$ cat src/rtl/soc_system_pio_irq_if.sv
// Avalon-MM slave bus bundle for the PIO block.
//   address    : word address (3 bits)
//   chipselect : slave select
//   write_n    : active-low write strobe
//   writedata  : write data (32 bits)
//   readdata   : read data (32 bits), combinational, zero wait states
// master = bridge side, slave = PIO side.
interface soc_system_pio_irq_if;
    logic [2:0]  address;
    logic        chipselect;
    logic        write_n;
    logic [31:0] writedata;
    logic [31:0] readdata;

    modport master (output address, chipselect, write_n, writedata, input readdata);
    modport slave  (input address, chipselect, write_n, writedata, output readdata);
endinterface

$ cat src/rtl/soc_system_pio_irq.sv
// Parametrised Avalon-MM general-purpose I/O port with per-bit direction,
// input synchroniser, edge capture (write-1-to-clear), maskable registered
// interrupt and atomic set/clear of output bits.
//   clk, reset_n : single clock, asynchronous active-low reset
//   bus          : Avalon-MM slave (address, chipselect, write_n, writedata, readdata)
//   in_port      : asynchronous pin inputs
//   out_port     : output data register
//   oe_port      : direction register, 1 = bit driven as output
//   irq          : registered interrupt request, active high
// Register map: 0 data, 1 direction, 2 irq mask, 3 edge capture (W1C),
//               4 outset, 5 outclear, 6/7 reserved (read 0).

// Per-bit input path: synchroniser, previous-value flop, edge capture bit.
module soc_system_pio_irq_lane #(
    parameter int EDGE_TYPE   = 1,
    parameter int SYNC_STAGES = 2
) (
    input  logic clk,
    input  logic reset_n,
    input  logic pin_i,
    input  logic dir_i,
    input  logic primed_i,
    input  logic clr_i,
    output logic sync_o,
    output logic cap_o
);
    logic [SYNC_STAGES-1:0] sync_q;
    logic                   prev_q;
    logic                   cap_q, cap_d;
    logic                   rise, fall, sel;

    always_ff @(posedge clk or negedge reset_n) begin
        if (!reset_n) begin
            sync_q <= '0;
            prev_q <= 1'b0;
            cap_q  <= 1'b0;
        end else begin
            sync_q <= {sync_q[SYNC_STAGES-2:0], pin_i};
            prev_q <= sync_q[SYNC_STAGES-1];
            cap_q  <= cap_d;
        end
    end

    always_comb begin
        rise = sync_q[SYNC_STAGES-1] & ~prev_q;
        fall = ~sync_q[SYNC_STAGES-1] & prev_q;
        case (EDGE_TYPE)
            1:       sel = rise;
            2:       sel = fall;
            3:       sel = rise | fall;
            default: sel = 1'b0;
        endcase
        // Set has priority over clear so an edge coinciding with a clear is kept.
        cap_d = (cap_q & ~clr_i) | (sel & ~dir_i & primed_i);
    end

    assign sync_o = sync_q[SYNC_STAGES-1];
    assign cap_o  = cap_q;
endmodule

module soc_system_pio_irq #(
    parameter int               WIDTH       = 8,
    parameter logic [WIDTH-1:0] RESET_VALUE = '0,
    parameter int               EDGE_TYPE   = 1,
    parameter int               IRQ_TYPE    = 2,
    parameter int               SYNC_STAGES = 2
) (
    input  logic               clk,
    input  logic               reset_n,
    soc_system_pio_irq_if.slave bus,
    input  logic [WIDTH-1:0]   in_port,
    output logic [WIDTH-1:0]   out_port,
    output logic [WIDTH-1:0]   oe_port,
    output logic               irq
);
    localparam logic [2:0] PRIME_MAX = 3'(SYNC_STAGES + 1);

    logic [WIDTH-1:0] data_q, data_d;
    logic [WIDTH-1:0] dir_q, dir_d;
    logic [WIDTH-1:0] mask_q, mask_d;
    logic             irq_q, irq_d;
    logic [2:0]       prime_q, prime_d;

    logic             wr, primed;
    logic [WIDTH-1:0] wd, clr;
    logic [WIDTH-1:0] in_sync, edge_cap;
    logic [31:0]      rdata;

    assign wr     = bus.chipselect & ~bus.write_n;
    assign wd     = bus.writedata[WIDTH-1:0];
    // Edges are ignored until the synchroniser and in_prev hold real pin
    // samples instead of their reset contents.
    assign primed = (prime_q == PRIME_MAX);

    generate
        if (WIDTH < 32) begin : g_wd_hi
            logic unused_wd_hi;
            assign unused_wd_hi = ^bus.writedata[31:WIDTH];
        end
        for (genvar i = 0; i < WIDTH; i++) begin : g_lane
            soc_system_pio_irq_lane #(
                .EDGE_TYPE  (EDGE_TYPE),
                .SYNC_STAGES(SYNC_STAGES)
            ) u_lane (
                .clk     (clk),
                .reset_n (reset_n),
                .pin_i   (in_port[i]),
                .dir_i   (dir_q[i]),
                .primed_i(primed),
                .clr_i   (clr[i]),
                .sync_o  (in_sync[i]),
                .cap_o   (edge_cap[i])
            );
        end
    endgenerate

    // Register writes.
    always_comb begin
        data_d = data_q;
        dir_d  = dir_q;
        mask_d = mask_q;
        clr    = '0;
        if (wr) begin
            case (bus.address)
                3'd0:    data_d = wd;
                3'd1:    dir_d  = wd;
                3'd2:    mask_d = wd;
                3'd3:    clr    = wd;
                3'd4:    data_d = data_q | wd;
                3'd5:    data_d = data_q & ~wd;
                default: ;
            endcase
        end
    end

    always_comb begin
        prime_d = primed ? prime_q : prime_q + 3'd1;
        case (IRQ_TYPE)
            1:       irq_d = |(in_sync & ~dir_q & mask_q);
            2:       irq_d = |(edge_cap & mask_q);
            default: irq_d = 1'b0;
        endcase
    end

    always_ff @(posedge clk or negedge reset_n) begin
        if (!reset_n) begin
            data_q  <= RESET_VALUE;
            dir_q   <= '0;
            mask_q  <= '0;
            irq_q   <= 1'b0;
            prime_q <= '0;
        end else begin
            data_q  <= data_d;
            dir_q   <= dir_d;
            mask_q  <= mask_d;
            irq_q   <= irq_d;
            prime_q <= prime_d;
        end
    end

    // Read mux: zero-extended, and zero whenever the slave is not selected.
    always_comb begin
        rdata = '0;
        if (bus.chipselect) begin
            case (bus.address)
                3'd0:    rdata[WIDTH-1:0] = (dir_q & data_q) | (~dir_q & in_sync);
                3'd1:    rdata[WIDTH-1:0] = dir_q;
                3'd2:    rdata[WIDTH-1:0] = mask_q;
                3'd3:    rdata[WIDTH-1:0] = edge_cap;
                default: rdata = '0;
            endcase
        end
    end

    assign bus.readdata = rdata;
    assign out_port     = data_q;
    assign oe_port      = dir_q;
    assign irq          = irq_q;
endmodule
$ cat src/flat_wrapper.sv
// flat-port wrapper written by rule: the top's interface ports become plain ports
module soc_system_pio_irq_flat 
#(
    parameter int               WIDTH       = 8,
    parameter logic [WIDTH-1:0] RESET_VALUE = '0,
    parameter int               EDGE_TYPE   = 1,
    parameter int               IRQ_TYPE    = 2,
    parameter int               SYNC_STAGES = 2
)
  (clk, reset_n, in_port, out_port, oe_port, irq, bus_address, bus_chipselect, bus_write_n, bus_writedata, bus_readdata);
  soc_system_pio_irq_if bus_i ();
  input  logic clk;
  input  logic reset_n;
  input  logic [WIDTH-1:0] in_port;
  output logic [WIDTH-1:0] out_port;
  output logic [WIDTH-1:0] oe_port;
  output logic irq;
  input wire logic [$bits(bus_i.address)-1:0] bus_address;
  input wire logic [$bits(bus_i.chipselect)-1:0] bus_chipselect;
  input wire logic [$bits(bus_i.write_n)-1:0] bus_write_n;
  input wire logic [$bits(bus_i.writedata)-1:0] bus_writedata;
  output wire logic [$bits(bus_i.readdata)-1:0] bus_readdata;
  assign bus_i.address = bus_address;
  assign bus_i.chipselect = bus_chipselect;
  assign bus_i.write_n = bus_write_n;
  assign bus_i.writedata = bus_writedata;
  assign bus_readdata = bus_i.readdata;
  soc_system_pio_irq #(.WIDTH(WIDTH), .RESET_VALUE(RESET_VALUE), .EDGE_TYPE(EDGE_TYPE), .IRQ_TYPE(IRQ_TYPE), .SYNC_STAGES(SYNC_STAGES)) u_core (.clk(clk), .reset_n(reset_n), .bus(bus_i), .in_port(in_port), .out_port(out_port), .oe_port(oe_port), .irq(irq));
endmodule
$ cat config.mk
export PLATFORM = sky130hd
export DESIGN_NAME = soc_system_pio_irq_flat
export DESIGN_NICKNAME = d
export VERILOG_FILES = /design/src/rtl/soc_system_pio_irq_if.sv /design/src/rtl/soc_system_pio_irq.sv /design/src/flat_wrapper.sv
export SDC_FILE = /design/constraint.sdc
export NUM_CORES = 1
export LEC_CHECK = 0
export ABC_CLOCK_PERIOD_IN_PS = 3520
export BUFFER_PORTS_ARGS = -buffer_cell sky130_fd_sc_hd__buf_2
export CAP_MARGIN = 0
export CELL_PAD_IN_SITES_DETAIL_PLACEMENT = 0
export CELL_PAD_IN_SITES_GLOBAL_PLACEMENT = 1
export CORE_MARGIN = 2
export CORE_UTILIZATION = 30
export DETAILED_ROUTE_END_ITERATION = 10
export PLACE_DENSITY_LB_ADDON = 0.1
export SLEW_MARGIN = 20
export SYNTH_ARGS = -nofsm -noshare
export SYNTH_HDL_FRONTEND = slang
export SYNTH_SLANG_ARGS = --single-unit
$ cat constraint.sdc
create_clock -name clk -period 3.52 [get_ports clk]
set_clock_uncertainty 0.1 [all_clocks]
set_input_delay 0.176 -clock clk [delete_from_list [all_inputs] [get_ports clk]]
set_output_delay 0.176 -clock clk [all_outputs]
set_load 0.01 [all_outputs]
; Yosys cells after proc, flatten, opt, wreduce, memory -nomap -nowiden
; Index checks and enable logic that the tools add are counted.
[totals]
regBits = 60
wordCells = 121
output_inout_bits = 49
in_bits = 47
[op_classes]
n_mux = 5
bitwise_logic = 74
reduce_logical = 6
addsub = 1
eq_ne = 6
[ops]
columns = op, count
row1 = AND 1 bit, 33
row2 = AND 8 bit, 4
row3 = case mux 8 bit (4 select lines), 1
row4 = inverter 1 bit, 25
row5 = two-way mux 8 bit, 3
row6 = case mux 8 bit (3 select lines), 1
row7 = inverter 8 bit, 2
row8 = bitwise OR 8 bit, 2
row9 = equality test 3 x 2 -> 1 bit (second input constant), 3
row10 = bitwise OR 1 bit, 8
row11 = OR reduction 8 bit, 1
row12 = equality test 3 bit (second input constant), 2
row13 = AND reduction 2 bit, 3
row14 = adder 3 x 1 -> 3 bit (second input constant), 1
row15 = equality test 3 x 1 -> 1 bit (second input constant), 1
row16 = logical NOT 3 bit, 1
row17 = nonzero test 3 bit, 1

; Depth between registers and ports, before layout
; Gate-level depths: netlist of the first run.
[depth]
word_depth = 6
mapped_depth = 6
depth_no_buf = 4

; Modules after synthesis
; A second synthesis of the first run with hierarchy kept.
[unflattened]
hier_cells = 233
area_unflattened_um2 = 2840.2
[by_module_without_submodules]
columns = module, area_each_um2, cells_per_inst, n_inst, seq_area_each_um2
row1 = soc_system_pio_irq, 1879.3, 177, 1, 700.7
row2 = soc_system_pio_irq_lane, 120.1, 7, 8, 100.1

; Worst setup path after synthesis of the first run
; OpenSTA, ideal clock, no wires.
[synth_path]
kind = input port to output port
start = input port bus_address[0]
end = output port bus_readdata[4]
stages = 5
path_slack_ns = 1.984
n_path_buf = 3
arrival_time_ns = 1.260
cell_sequence = buf_4 -> clkbuf_1 -> clkbuf_1 -> nand4b_1 -> a31oi_1
[synth_between]
elab_chain_cells = 3
[synth_lines]
columns = item, line
row1 = "start, declared", flat_wrapper.sv:18  ; input wire logic [$bits(bus_i.address)-1:0] bus_address;
row2 = equality test 3 x 2 -> 1 bit (tied with other cells), soc_system_pio_irq.sv:165  ; case (bus.address)
row3 = case mux 8 bit (4 select lines) (*), soc_system_pio_irq.sv:165
row4 = two-way mux 8 bit (*), soc_system_pio_irq.sv:164  ; if (bus.chipselect) begin
row5 = "end, declared", flat_wrapper.sv:22  ; output wire logic [$bits(bus_i.readdata)-1:0] bus_readdata;
; Mark *: on every way between the ends. The rest lies on a longest branch, timed or not.

; Final worst setup path of the first run
[layout_path]
start = register u_core.dir_q[7], in the netlist u_core.oe_port[7]
end = output port bus_readdata[7]
[layout_between]
elab_chain_cells = 5
[layout_lines]
columns = item, line
row1 = "start, declared", soc_system_pio_irq.sv:79  ; logic [WIDTH-1:0] dir_q, dir_d;
row2 = "start signal, assigned", soc_system_pio_irq.sv:154  ; dir_q <= dir_d;
row3 = inverter 8 bit, soc_system_pio_irq.sv:166  ; 3'd0: rdata[WIDTH-1:0] = (dir_q & data_q) | (~dir_q & in_sync);
row4 = AND 8 bit, soc_system_pio_irq.sv:166
row5 = bitwise OR 8 bit, soc_system_pio_irq.sv:166
row6 = case mux 8 bit (4 select lines) (*), soc_system_pio_irq.sv:165
row7 = two-way mux 8 bit (*), soc_system_pio_irq.sv:164
; Marked as above.

==> Implementation_results.wiki, run 1 <==
{| class="wikitable"
! Metric !! Value
|-
| Status || completed
|-
| GP Congestion || 0.714
|-
| Number of antenna violations at the first check in global routing || 0
|-
| Main flop type after synthesis || dfrtp_1
|-
| Synthesis warning total || 0
|-
| # diodes || 0
|-
| Data required, critical path || 3.24 ns
|-
| Area enclosed by the die boundary || 0.0103 mm^2
|-
| Mux cell area share after synthesis || 0.110
|-
| Unique masters post-synth || 33
|-
| Unrepaired setup endpoints after global routing || false
|-
| Pin count of the biggest net entering global routing || 32
|-
| Post-synthesis cell count || 234
|-
| Setup TNS after final layout || 0 ns
|-
| # resized after CTS || 0
|-
| Clk_lat worst skew || 0.33 ns
|-
| Transition time of the tightest slew-check pin || roughly 0.93 ns
|-
| Proportion of synthesized chip area in sequential cells || 0.529
|-
| CP Capture Type || primary output
|-
| Post-synthesis compound-gate area fraction || 0.114
|-
| Clock tree from TritonCTS || yes
|-
| Period minus WS final || 1.99 ns
|-
| Category of the worst setup path launch point || register
|-
| Vias per std cell || 4.67
|-
| Switching Power || slightly below 0.5 mW
|-
| Final setup viols || 0
|-
| Num CTS Buffers || 9
|-
| Proportion of layout cells with a drive suffix above 1 || 0.332
|-
| Arithmetic-cell share of the synthesized area counting full adders, half adders and majority gates || 0.00882
|-
| Hold/Removal Path Class || in -> reg
|-
| Basic-gate share of the synthesized area counting and, or, nand and nor cells || 0.126
|-
| Height of the die || 101 um
|-
| Grt total ovfl || 0
|-
| Logic gate share of total power || 0.180
|-
| F_max || approximately 500 MHz
|-
| Total power draw || 1.75 mW
|-
| ANT nets after route || 0
|-
| Number of nets at the end of the flow || between 300 and 400
|-
| Longest Clk Path Bufs || 2
|-
| Starting density of the core || 0.309
|-
| Root Buffer Master || clkbuf_8
|-
| Average wire length per cell after detail routing || approximately 18 um
|-
| Average cell area after synthesis || 12.1 um^2
|-
| Hold-fix buffer count after cts || 9
|-
| Xor and xnor fraction of the mapped netlist area || 0.00617
|-
| Number of global-route vias before repair || 2,014
|-
| Worst-case headroom to the max-slew limit || 0.374
|-
| Number of enable flip-flop cells after synthesis || 0
|-
| Switching power as a share of total power || 0.276
|-
| Period Utilization, post-route || 0.566
|-
| Arrival time at the worst endpoint || 1.72 ns
|-
| First drt pass iteration count || 4
|-
| Static Leak || 1.48 nW
|-
| Post-CTS repair timing setup buffer count || 0
|-
| Max-capacitance violation count || 0
|-
| Maximum VDD drop || 0.206 mV
|-
| Routed wire length || 7220 um
|-
| Synthesis-stage register bit count || 60
|-
| Synthesized area || about 0.0028 mm^2
|-
| Filler cell count in the final layout || between 900 and 1,000
|-
| Number of slew-limit violations in the final report || 0
|-
| Die Span X || between 100 and 150 um
|-
| Part of the power in the clock network || 0.335
|-
| Proportion of register bits with asynchronous set or reset after synthesis || 1.00
|-
| Detailed-route via count || 1,867
|-
| Global-route wire length before repair || 11,600 um
|-
| Core footprint || 0.00920 mm^2
|-
| Sequential cell area in the final layout || between 0.0015 and 0.002 mm^2
|-
| Number of H-tree branching levels || 3
|-
| Count of input and output buffers || 47
|-
| Clock edge transition at the registers on the reported setup and hold paths || about 0.07 ns
|-
| Setup CP Type || reg -> out
|-
| Pwr per Cell Area || 529 mW/mm^2
|-
| TritonCTS Sinks || 60
|-
| Area of the multi-input gates || 0.00112 mm^2
|-
| Main combinational cell family by area after synthesis || simple AND/OR/NAND/NOR gates
|-
| Final-report hold violation count || 0
|-
| Synthesis-to-layout area growth || 16.7%
|-
| Cell-internal power || roughly 1.3 mW
|-
| Relative contribution of sequential cells to total power || 0.485
|-
| Dpl hpwl || 4650 um
|-
| Number of top-level pins || 96
|-
| All-layer global routing usage || 0.153
|-
| Number of DRC markers after the initial detailed-route iteration || between 100 and 150
|-
| Standard-cell rows || 35
|-
| Crit Path Max Fanout || 5
|-
| Post-route DRC || 0
|}
state kept, by name, indices dropped and copies added (netlist names):
register                     count
u_core.g_lane.u_lane.cap_o       8
u_core.g_lane.u_lane.prev_q      8
u_core.g_lane.u_lane.sync_q     16
u_core.irq                       1
u_core.mask_q                    8
u_core.oe_port                   8
u_core.out_port                  8
u_core.prime_q                   3
routing by layer:
layer  up-vias  GRT usage  routed length, um
met5         -          0                  0
met4         0     0.0437                 63
met3         5     0.0373                334
met2        55      0.223               3210
met1       914      0.226               3610
li1        893          -                  -
cell usage after synthesis, drive strengths merged (2+ instances only):
library cell / count / area [um^2]
dfrtp: 60 / 1500
buf: 37 / 272
mux2: 25 / 312
nand2: 25 / 93.8
o21ai: 11 / 55.1
a22oi: 10 / 75.1
a22o: 8 / 70.1
o211ai: 8 / 60.1
nand4bb: 7 / 78.8
a31oi: 6 / 37.5
clkbuf: 6 / 22.5
nand4b: 6 / 52.6
nor2b: 3 / 26.3
or3b: 3 / 26.3
a21o: 2 / 15.0
a21oi: 2 / 10.0
ha: 2 / 25.0
nand2b: 2 / 12.5
or4bb: 2 / 22.5
xnor2: 2 / 17.5
cells by family after synthesis:
family	count (synthesis)
multiplexers	25
adder cells (fa/ha/maj)	2
XOR/XNOR	2
buffers and inverters	44
other	1
flip-flops	60
AND/OR/NAND/NOR	53
AO/OA/AOI/OAI	47
path summary, 6_finish.rpt:
kind	from	end	slack, ns	cells after the start
setup / recovery	u_core.oe_port[7]	bus_readdata[7]	1.53	4
hold / removal	bus_writedata[3]	u_core.out_port[3]	0.05	2
setup reg to reg	u_core.prime_q[0]	u_core.g_lane[6].u_lane.cap_o	1.70	4
hold reg to reg	u_core.g_lane[3].u_lane.sync_q[0]	u_core.g_lane[3].u_lane.sync_q[1]	0.24	0
max in group asynchronous	reset_n	u_core.g_lane[0].u_lane.prev_q	2.06	3
min in group asynchronous	reset_n	u_core.oe_port[7]	0.36	2
per-stage QoR:
step / hold slack, ns / cell area, um^2 / std cells / util / worst slack, ns
6_report: 0.0515 / 3310 / 400 / 0.360 / 1.53
3_3_place_gp: 0.184 / 3030 / 376 / 0.330 / 1.17
4_1_cts: 0.0229 / 3310 / 400 / 0.360 / 1.48
5_1_grt: 0.0430 / 3310 / 400 / 0.360 / 1.41
3_5_place_dp: 0.185 / 3030 / 376 / 0.330 / 1.19
2_1_floorplan: -0.220 / 2920 / 257 / - / 1.98
worst max-delay path: stages (launching register included):
cell     delay, ns
dfrtp_1       0.43
or3b_2        0.46
a21o_1        0.19
a21oi_1       0.15
buf_2         0.16
power groups by stage:
stage	Clock (mW)	Sequential (mW)	Combinational (mW)
detailed placement	0	0.865	0.311
floorplan	0	0.849	0.239
global route	0.646	0.863	0.348
CTS	0.614	0.852	0.320
finish	0.587	0.849	0.315
global placement	0	0.863	0.309
final cells by class:
cell class,instances,area share
inverters,1,0.00113
clock buffers,14,0.0552
well taps,111,0.0419
clock inverters,1,0.00151
repair buffers,60,0.107
multi-input cells,153,0.340
flip-flops and latches,60,0.453
cell usage in the layout, fill, tap and decap left out, types with 4 or more instances in the layout:
cell type / instances
nand2_1: 25
nand4bb_1: 7
a22oi_1: 10
o211ai_1: 8
dfrtp_1: 60
o21ai_0: 11
buf_4: 4
a31oi_1: 6
dlygate4sd3_1: 9
nand4b_1: 6
mux2_4: 8
conb_1: 24
clkbuf_8: 13
mux2_2: 17
a22o_1: 8
buf_2: 47
(Power assumes the default switching activity.)
==> run 2, diff against run 1 <==
ABC_AREA = 1   (was not set)
ABC_CLOCK_PERIOD_IN_PS = 1850   (was 3520)
clock period = 1.85 ns   (was 3.52 ns; I/O delays follow)
==> Implementation_results.wiki, run 2 <==
{| class="wikitable"
! Metric !! Value
|-
| Proportion of synthesized chip area in sequential cells || 0.496 (-0.0326)
|-
| Worst Setup Slack post-DPL || 0.394 ns (-0.795 ns)
|-
| Worst R2R Setup Slack || 0.40 ns (-1.30 ns)
|-
| Proportion of netlist area held by the largest area contributor || 0.496 (-0.0326)
|-
| Data required, critical path || 1.66 ns (-1.58 ns)
|-
| Status || completed
|-
| CP Capture Type || primary output
|-
| Synthesized area || 0.00302 mm^2 (+6.6%)
|-
| Synthesis-to-layout area growth || 21.1%
|-
| Proportion of layout cells with a drive suffix above 1 || 0.234 (-0.0983)
|-
| Number of global-route vias before repair || 2,322 (+15%)
|-
| Area enclosed by the die boundary || 0.0109 mm^2 (+6.3%)
|-
| Max-capacitance violation count || 0 (unchanged)
|-
| Reg-to-reg critical path startpoint || u_core.prime_q[0]
|-
| Number of antenna violations at the first check in global routing || 0 (unchanged)
|-
| Post-Place Cell Area || 0.00327 mm^2 (+7.9%)
|-
| Utilization of the core after routing || 0.375 (+0.0144)
|-
| Clk_lat worst skew || 0.33 ns (about the same)
|-
| Setup CP Type || reg -> out
|-
| Synthesis warning total || 0 (unchanged)
|-
| Total power draw || 3.54 mW (+100%)
|-
| Period minus WS final || 1.62 ns
|-
| Number of DRC markers after the initial detailed-route iteration || 95 (-27%)
|-
| Clock edge transition at the registers on the reported setup and hold paths || 0.07 ns (about the same)
|-
| Pin count of the biggest net entering global routing || 61 (+91%)
|-
| Period Utilization, post-route || 0.877
|-
| Clock tree from TritonCTS || yes
|-
| Hold-fix buffer count after cts || 17 (+8)
|-
| RR Endpoint || u_core.g_lane[3].u_lane.cap_o
|-
| Starting density of the core || 0.309 (+0.000824)
|-
| Area of the multi-input gates || 0.00118 mm^2 (+5.1%)
|-
| All-layer global routing usage || 0.149 (-0.00420)
|-
| Maximum VDD drop || 0.378 mV (+84%)
|-
| # diodes || 0 (unchanged)
|-
| Core footprint || 0.00977 mm^2 (+6.3%)
|-
| Number of nets at the end of the flow || 463 (+39%)
|-
| Biggest register || u_core.g_lane.u_lane.sync_q
|-
| Most frequent cells in the layout || nand2_1, dfrtp_1, buf_2, inv_1, nor2_1
|-
| Num CTS Buffers || 9 (unchanged)
|-
| Static Leak || 1.87 nW (+27%)
|-
| Global-route wire length before repair || 12,400 um (+7.4%)
|-
| Unique masters post-synth || 27 (-18%)
|-
| Category of the worst setup path launch point || register
|-
| Vias per std cell || 4.31 (-7.7%)
|-
| Final-report hold violation count || 0 (unchanged)
|-
| Root Buffer Master || clkbuf_8
|-
| ANT nets after route || 0 (unchanged)
|-
| First drt pass iteration count || 5 (+1)
|-
| Average wire length per cell after detail routing || 13.7 um (-24%)
|-
| Detailed-route via count || 2,377 (+27%)
|-
| Crit Path Max Fanout || 5 (unchanged)
|-
| Synthesis-stage register bit count || 60 (unchanged)
|-
| Count of input and output buffers || 47 (unchanged)
|-
| Average cell area after synthesis || 8.64 um^2 (-29%)
|-
| Number of H-tree branching levels || 3 (unchanged)
|-
| Height of the die || 104 um (+3.1%)
|-
| Die Span X || 104 um (+3.1%)
|-
| Cell type with the largest total area after synthesis || dfrtp_1
|-
| Worst Setup Slack, final || 0.227 ns (-1.30 ns)
|-
| Standard-cell rows || 36 (+2.9%)
|-
| Number of top-level pins || 96 (unchanged)
|-
| Setup crit end || bus_readdata[4]
|-
| GP Congestion || 0.747 (+4.7%)
|-
| Post-synthesis cell count || 350 (+50%)
|-
| Hold/Removal Path Class || in -> async
|-
| Most numerous cell in the Yosys netlist || nand2_1
|-
| Post-route DRC || 0 (unchanged)
|-
| Number of slew-limit violations in the final report || 0 (unchanged)
|-
| # resized after CTS || 0 (unchanged)
|-
| Routed wire length || 7560 um (+4.6%)
|-
| Commonest non-fill, non-tap cell in the layout || nand2_1
|-
| Pwr per Cell Area || 967 mW/mm^2 (+83%)
|-
| F_max || 616 MHz
|-
| Proportion of register bits with asynchronous set or reset after synthesis || 1.00 (unchanged)
|-
| Grt total ovfl || 0 (unchanged)
|-
| Filler cell count in the final layout || 1,053 (+10%)
|-
| Leading cell types by total area after synthesis || dfrtp_1, nand2_1, buf_4
|-
| Dpl hpwl || 5080 um (+9.1%)
|-
| Longest Clk Path Bufs || 2 (unchanged)
|-
| Setup TNS after final layout || 0 ns (unchanged)
|-
| Main flop type after synthesis || dfrtp_1
|-
| Commonest cells post-synth || nand2_1, dfrtp_1, buf_4
|-
| TritonCTS Sinks || 60 (unchanged)
|-
| Final setup viols || 0 (unchanged)
|-
| Unrepaired setup endpoints after global routing || false
|-
| Number of flip-flops under the largest register name || 16 (unchanged)
|-
| Arrival time at the worst endpoint || 1.43 ns (-0.29 ns)
|-
| Total non-filler cell area in the finished layout || 0.00366 mm^2 (+11%)
|-
| Startpoint of the worst setup timing path || u_core.oe_port[4]
|-
| Sequential cell area in the final layout || 0.00150 mm^2 (unchanged)
|-
| Number of enable flip-flop cells after synthesis || 0 (unchanged)
|-
| Post-CTS repair timing setup buffer count || 0 (unchanged)
|-
| Depth of the most critical reg-to-reg path || 5 (+1)
|}
run 2: cell types whose count changed after synthesis, moves of 12 or more:
cell     previous run  this run
nand2_1            25        98
inv_1               1        28
nor2_1              0        26
nand3_1             0        25
mux2_2             17         0
o21ai_2             0        15
o21ai_1             0        12
run 2: per-layer routing:
layer,global-route usage,part of all wire,vias to the layer above
li1,-,-,1198
met1,0.194,0.48,1102
met2,0.236,0.46,63
met3,0.0332,0.038,14
met4,0.0656,0.020,0
met5,0,0,-
run 2: how the worst min path moves through the flow:
stage               slack, ns                              to  cells after the start         from
floorplan               -0.30   u_core.g_lane[0].u_lane.cap_o                      0      reset_n
global placement         0.03  u_core.g_lane[5].u_lane.prev_q                      2      reset_n
detailed placement       0.04   u_core.g_lane[5].u_lane.cap_o                      2      reset_n
CTS                      0.19   u_core.g_lane[6].u_lane.cap_o                      5  bus_write_n
global route             0.22              u_core.out_port[2]                      3      reset_n
finish                   0.19                u_core.mask_q[5]                      3      reset_n
run 2: cell families after synthesis:
kind of cell               after synthesis  share of synthesized area
and+or+nand+nor                        181                      0.271
buffers and inverters                   73                      0.141
DFF                                     60                      0.496
AOI/OAI and AO/OA                       31                     0.0749
adders and majority gates                2                    0.00827
other                                    1                    0.00124
xor gates and xnor gates                 1                    0.00290
muxes                                    1                    0.00372
run 2: critical path, cell delays in order, from the launching register on:
cell and delay, ns:
dfrtp_1 0.43, inv_1 0.07, nand2_1 0.06, nand2_1 0.07
nand2_1 0.05, nand2_1 0.07, nor2_1 0.04, nor2_1 0.15
buf_2 0.16
run 2: power breakdown:
part,leakage [nW],switching [mW],total (mW),internal [mW]
combinational,1.07,0.378,0.638,0.260
sequential,0.696,0.132,1.59,1.46
clock,0.107,0.514,1.31,0.794
run 2: cell type report:
class,count,area share
Multi-Input combinational cell,240,0.323
Clock inverter,4,0.0198
Tap cell,133,0.0455
Inverter,32,0.0335
Timing Repair Buffer,71,0.129
Sequential cell,60,0.410
Clock buffer,12,0.0396
run 2: through the flow:
stage / hold WS, ns / std cells
CTS: 0.194 / 552
global placement: 0.0326 / 519
global route: 0.220 / 552
finish: 0.188 / 552
floorplan: -0.303 / 373
detailed placement: 0.0375 / 519
